`src/rtl/pipelined_instr_encoder.sv`:
```
// pipelined_instr_encoder: decodes 32-bit ARM instruction words into a
// control-unit state number and class code, queued in a DEPTH-entry FIFO
// with valid/ready on both sides and a synchronous flush.
// Optional build macro: ENCODER_COND_EN (evaluate cond field against flags).
module pipelined_instr_encoder #(
  parameter int STATE_W     = 10,
  parameter int DEPTH       = 2,
  parameter int FETCH_STATE = 1,
  parameter int LS_IMM_BASE = 20,
  parameter int LS_REG_BASE = 52,
  parameter int MISC_BASE   = 84,
  parameter int DP_BASE     = 116,
  parameter int BR_BASE     = 148
) (
  input  logic               clk,
  input  logic               reset_n,
  input  logic               in_valid,
  output logic               in_ready,
  input  logic [31:0]        instruction,
  input  logic [3:0]         flags,
  input  logic               flush,
  output logic               out_valid,
  input  logic               out_ready,
  output logic [STATE_W-1:0] state_number,
  output logic [2:0]         instr_class
);

  localparam int PW = (DEPTH > 1) ? $clog2(DEPTH) : 1;
  localparam int CW = $clog2(DEPTH) + 1;

  typedef struct packed {
    logic [STATE_W-1:0] state;
    logic [2:0]         cls;
  } entry_t;

  entry_t          dec;
  logic            cond_pass;
  logic [2:0]      op;
  logic [1:0]      mode;
  logic [4:0]      ls_idx;
  logic [4:0]      misc_idx;
  logic [4:0]      dp_idx;

  entry_t          mem_q [DEPTH];
  entry_t          mem_d [DEPTH];
  logic [PW-1:0]   wr_ptr_q, wr_ptr_d;
  logic [PW-1:0]   rd_ptr_q, rd_ptr_d;
  logic [CW-1:0]   count_q, count_d;
  logic            push, pop;

  // Bits of the word that never steer the decode.
  logic unused_sink;
  assign unused_sink = ^{instruction, flags};

`ifdef ENCODER_COND_EN
  logic fn, fz, fc, fv;
  assign {fn, fz, fc, fv} = flags;

  // Standard ARM condition table; 4'b1111 is handled as unknown by the decoder.
  always_comb begin
    cond_pass = 1'b1;
    case (instruction[31:28])
      4'h0: cond_pass = fz;
      4'h1: cond_pass = !fz;
      4'h2: cond_pass = fc;
      4'h3: cond_pass = !fc;
      4'h4: cond_pass = fn;
      4'h5: cond_pass = !fn;
      4'h6: cond_pass = fv;
      4'h7: cond_pass = !fv;
      4'h8: cond_pass = fc & !fz;
      4'h9: cond_pass = !fc | fz;
      4'hA: cond_pass = (fn == fv);
      4'hB: cond_pass = (fn != fv);
      4'hC: cond_pass = !fz & (fn == fv);
      4'hD: cond_pass = fz | (fn != fv);
      default: cond_pass = 1'b1;
    endcase
  end
`else
  assign cond_pass = 1'b1;
`endif

  // Instruction decode, first matching rule wins; failed/unknown -> fetch.
  always_comb begin
    op       = instruction[27:25];
    // P=1: offset (W=0) or pre-indexed (W=1); P=0: post-indexed.
    mode     = instruction[24] ? {1'b0, instruction[21]} : 2'd2;
    ls_idx   = {instruction[20], instruction[22], instruction[23], mode};
    misc_idx = {instruction[20], instruction[22], instruction[23], mode};
    dp_idx   = {instruction[24:21], instruction[20]};
    dec.state = STATE_W'(FETCH_STATE);
    dec.cls   = 3'd0;
    if (instruction[31:28] == 4'b1111 || !cond_pass) begin
      dec.state = STATE_W'(FETCH_STATE);
      dec.cls   = 3'd0;
    end else if (op == 3'b010) begin
      dec.state = STATE_W'(32'(LS_IMM_BASE) + 32'(ls_idx));
      dec.cls   = 3'd1;
    end else if (op == 3'b011 && !instruction[4]) begin
      dec.state = STATE_W'(32'(LS_REG_BASE) + 32'(ls_idx));
      dec.cls   = 3'd2;
    end else if (op == 3'b000 && instruction[7] && instruction[4]) begin
      dec.state = STATE_W'(32'(MISC_BASE) + 32'(misc_idx));
      dec.cls   = 3'd3;
    end else if (op == 3'b000 || op == 3'b001) begin
      dec.state = STATE_W'(32'(DP_BASE) + 32'(dp_idx));
      dec.cls   = 3'd4;
    end else if (op == 3'b101) begin
      dec.state = STATE_W'(32'(BR_BASE) + 32'(instruction[24]));
      dec.cls   = 3'd5;
    end
  end

  // A full FIFO refuses input even if the head is popped this cycle.
  assign in_ready  = (count_q < CW'(DEPTH));
  assign out_valid = (count_q != '0);
  assign push      = in_valid & in_ready;
  assign pop       = out_valid & out_ready;

  // Head is forced to zero while empty so reset/flush present a clean output.
  assign state_number = out_valid ? mem_q[rd_ptr_q].state : '0;
  assign instr_class  = out_valid ? mem_q[rd_ptr_q].cls   : '0;

  // FIFO next state; flush overrides both push and pop.
  always_comb begin
    mem_d    = mem_q;
    wr_ptr_d = wr_ptr_q;
    rd_ptr_d = rd_ptr_q;
    count_d  = count_q;
    if (flush) begin
      wr_ptr_d = '0;
      rd_ptr_d = '0;
      count_d  = '0;
    end else begin
      if (push) begin
        mem_d[wr_ptr_q] = dec;
        wr_ptr_d        = wr_ptr_q + PW'(1);
      end
      if (pop) begin
        rd_ptr_d = rd_ptr_q + PW'(1);
      end
      count_d = count_q + CW'(push) - CW'(pop);
    end
  end

  // FIFO state registers.
  always_ff @(posedge clk or negedge reset_n) begin
    if (!reset_n) begin
      wr_ptr_q <= '0;
      rd_ptr_q <= '0;
      count_q  <= '0;
      for (int i = 0; i < DEPTH; i++) mem_q[i] <= '0;
    end else begin
      wr_ptr_q <= wr_ptr_d;
      rd_ptr_q <= rd_ptr_d;
      count_q  <= count_d;
      for (int i = 0; i < DEPTH; i++) mem_q[i] <= mem_d[i];
    end
  end

endmodule

```
`config.mk`:
```
export PLATFORM = sky130hd
export DESIGN_NAME = pipelined_instr_encoder
export DESIGN_NICKNAME = d
export VERILOG_FILES = /design/src/rtl/pipelined_instr_encoder.sv
export SDC_FILE = /design/constraint.sdc
export NUM_CORES = 1
export LEC_CHECK = 0
export CELL_PAD_IN_SITES_DETAIL_PLACEMENT = 1
export CELL_PAD_IN_SITES_GLOBAL_PLACEMENT = 1
export CORE_ASPECT_RATIO = 1.2
export CORE_MARGIN = 5
export CORE_UTILIZATION = 35
export CTS_CLUSTER_SIZE = 28
export DETAILED_ROUTE_END_ITERATION = 16
export MAX_ROUTING_LAYER = met4
export PLACE_DENSITY = 0.8
export SKIP_CTS_REPAIR_TIMING = 1
export SLEW_MARGIN = 30
export SYNTH_ARGS = -nofsm -noshare
export SYNTH_HDL_FRONTEND = slang
export SYNTH_SLANG_ARGS = --single-unit
```
`constraint.sdc`:
```
create_clock -name clk -period 2.86 [get_ports clk]
set_input_delay 0.858 -clock clk [delete_from_list [all_inputs] [get_ports clk]]
set_output_delay 0.858 -clock clk [all_outputs]
set_load 0.01 [all_outputs]
```
==> metrics.md <==
| Metric | Value |
|---|---|
| Ant diodes | 0 |
| # rows | 26 |
| Htree depth | 1 |
| Max Slew Vio Count | 0 |
| Area grow syn2layout | 25.73% |
| Max-cap viol count | 0 |
| I/O Buffers | 31 |
| Worst slew margin | approximately 64% |
| Layout Nets | between 200 and 250 |
| Clk sinks | 26 |
| Synth area leader | dfrtp_1 |
| Synth cell count leaders | 26 x dfrtp_1, 23 x nand2_1, 19 x nor2_1 |
| Post-synth top area share | 41.17% |
| Critical Setup Path Class | flip-flop to output port |
| RSZ-0062 raised after global routing | no |
| FFs w/ async S/R, synth | between 90% and 100% |
| Final antenna-violating net count | 0 |
| Placer Congestion | between 0.8 and 0.9 |
| Fmax | around 400 MHz |
| # IOs | 56 |
| Core outline area | around 4300 um^2 |
| Hold Crit Class | flip-flop to flip-flop |
| Max clock buf depth | 2 |
| Cells on worst reg2reg path | 9 |
| Final setup vio count | 0 |
| CP endpoint kind | output port |
| Crit-path max FO | 12 |
| Slew at the pin closest to its max-slew limit | 0.5411 ns |
| DIE HEIGHT | roughly 84 um |
| DR vias/cell | between 5 and 6 |
| Fin crit period | between 2 and 3 ns |
| Startpoint Class | flip-flop |
| Synthesized flop and latch total | 26 |
| Drt first-iter violations | 39 |
| Vias in the first global route | 1358 |
| Worst Path Arrival | 1.70 ns |
| Root buffer cell | clkbuf_8 |
| Max IR drop VDD | between 0.2 and 0.25 mV |
| Outcome | finished, final reports clean |
| Placed insts | 251 |
| Vias | 1300 |
| Total Neg Setup Slack | 0 ns |
| Grt ovf | 0 |
| Synth area leaders | dfrtp_1 41%, mux2i_1 8.2%, nand2_1 5.5%, nor2_1 4.5%, ha_1 4.0% |
| Hold Path Depth | 2 |
| Synth Cell Area | between 1500 and 2000 um^2 |
| Initial core utilization | 36.52% |
| Fin cells | roughly 260 |
| CTS tree | yes |
| Number of flops mapped to enable cells by yosys | 0 |
| Final instance area | 1987 um^2 |
| Global Route Usage Sum | between 10% and 20% |
| Final worst-path cycle share | approximately nine tenths |
| Netlist cell types | 42 |
| Top_reg_cell synth | dfrtp_1 |
| Warnings from Yosys | 0 |
| Leak Pwr | 0.8745 nW |
| Worst-path clk slew | roughly 0.09 ns |
| DRT Pass-1 Iters | 4 |
| Placed Area | between 1500 and 2000 um^2 |
| Synthesized area per cell | between 9 and 10 um^2 |
| Pin count of the biggest net entering global routing | 27 |
| Initial antenna violation count | 0 |
| Num CTS Buffers | 3 |
| Seq/Total Area, Yosys | 41.17% |
| Die area | around 6000 um^2 |
| Global-route wire length before repair | 6244 um |
| # DRC | 0 |
| Most frequent cell after synthesis | dfrtp_1 |
| Insertion delay to the later sink of the worst-skew pair | roughly 0.27 ns |
| Cell count after synthesis | 169 |
| Critical Path RT | approximately 2 ns |
| Routed WL per cell | between 10 and 15 um |
| Fin Clk Skew | 0.002589 ns |
| DIE WIDTH | between 70 and 80 um |
| Pwr per Cell Area | between 700 and 800 nW/um^2 |
| WL final | 3678 um |
| Share of cells above drive strength 1 | approximately a tenth |
| DP HPWL | ~2900 um |
| Final hold violations | 0 |
power by group:
part / total [mW] / internal [mW] / switching, mW / leakage [nW]
Combinational: 0.626 / 0.331 / 0.295 / 0.510
Clock: 0.234 / 0.123 / 0.111 / 0.0288
Sequential: 0.610 / 0.506 / 0.104 / 0.336
critical path: stages, from the launching register on:
cell and delay (ns):
dfrtp_2 0.62, mux2i_1 0.27, nor2_1 0.06, clkdlybuf4s50_1 0.47
sequential cells by signal (all words and copies together), names as in the netlist:
signal    cells
count_q       2
rd_ptr_q      1
mem_q        22
wr_ptr_q      1
layout by cell type (no fill, tap or decap), drive strengths merged, types with 2 or more instances in the layout:
master | Yosys | final
a21oi | 4 | 4
nor2 | 19 | 19
nand2b | 2 | 2
a211o | 3 | 3
buf | 8 | 5
clkdlybuf4s50 | 0 | 31
o21ai | 16 | 16
nand3 | 3 | 3
nor3 | 4 | 4
conb | 1 | 2
o31ai | 3 | 3
a22o | 2 | 2
inv | 9 | 9
nand2 | 23 | 23
mux2i | 13 | 13
nor2b | 3 | 3
ha | 5 | 5
dfrtp | 26 | 26
clkbuf | 3 | 4
xnor2 | 3 | 3
mux2 | 2 | 2
logic make-up (layout without fill, tap and decap cells):
| family | count (synthesis) | count (layout) | share of synthesized area [%] |
|---|---|---|---|
| flops | 26 | 26 | 41.17 |
| xor+xnor | 4 | 4 | 2.217 |
| simple gates | 62 | 62 | 18.77 |
| compound gates | 36 | 36 | 16.87 |
| mux | 15 | 15 | 10.13 |
| other cells | 1 | 2 | 0.2373 |
| fa+ha+maj | 5 | 5 | 3.959 |
| buf+inv | 20 | 49 | 6.650 |
final cells by class:
type	count	area, um^2
repair buffers	36	347.8
inverters	9	33.78
multi-input cells	124	828.3
flip-flops and latches	26	651.9
fillers	501	2340
well taps	56	70.07
clock buffers	4	55.05
layer usage:
metal / GRT usage, % / up-vias / share of wire (%)
li1: - / 640 / -
met1: 15.47 / 629 / 43
met2: 22.91 / 27 / 51
met3: 1.446 / 4 / 4.1
met4: 4.615 / 0 / 1.3
met5: - / - / 0
worst paths after layout:
check	end	slack [ns]	from
max	state_number[0]	0.30	rd_ptr_q$_DFFE_PN0P_
min	mem_q[5]$_DFFE_PN0P_	0.48	mem_q[5]$_DFFE_PN0P_
max reg2reg	count_q[1]$_DFF_PN0_	1.08	count_q[0]$_DFF_PN0_
min reg2reg	mem_q[5]$_DFFE_PN0P_	0.48	mem_q[5]$_DFFE_PN0P_
max in group asynchronous	rd_ptr_q$_DFFE_PN0P_	1.63	reset_n
min in group asynchronous	mem_q[13]$_DFFE_PN0P_	0.96	reset_n
metrics by stage:
stage	hold WS [ns]	setup WS [ns]	util, %	total power [mW]
after floorplan	0.4473	0.8398	-	0.9871
after global placement	0.4612	0.2197	44.62	1.225
after detailed placement	0.4665	0.1847	44.62	1.257
after CTS	0.4863	0.04095	45.89	1.495
after global routing	0.4976	0.2150	45.92	1.582
final	0.4818	0.3047	45.92	1.470
(Power assumes the default switching activity.)
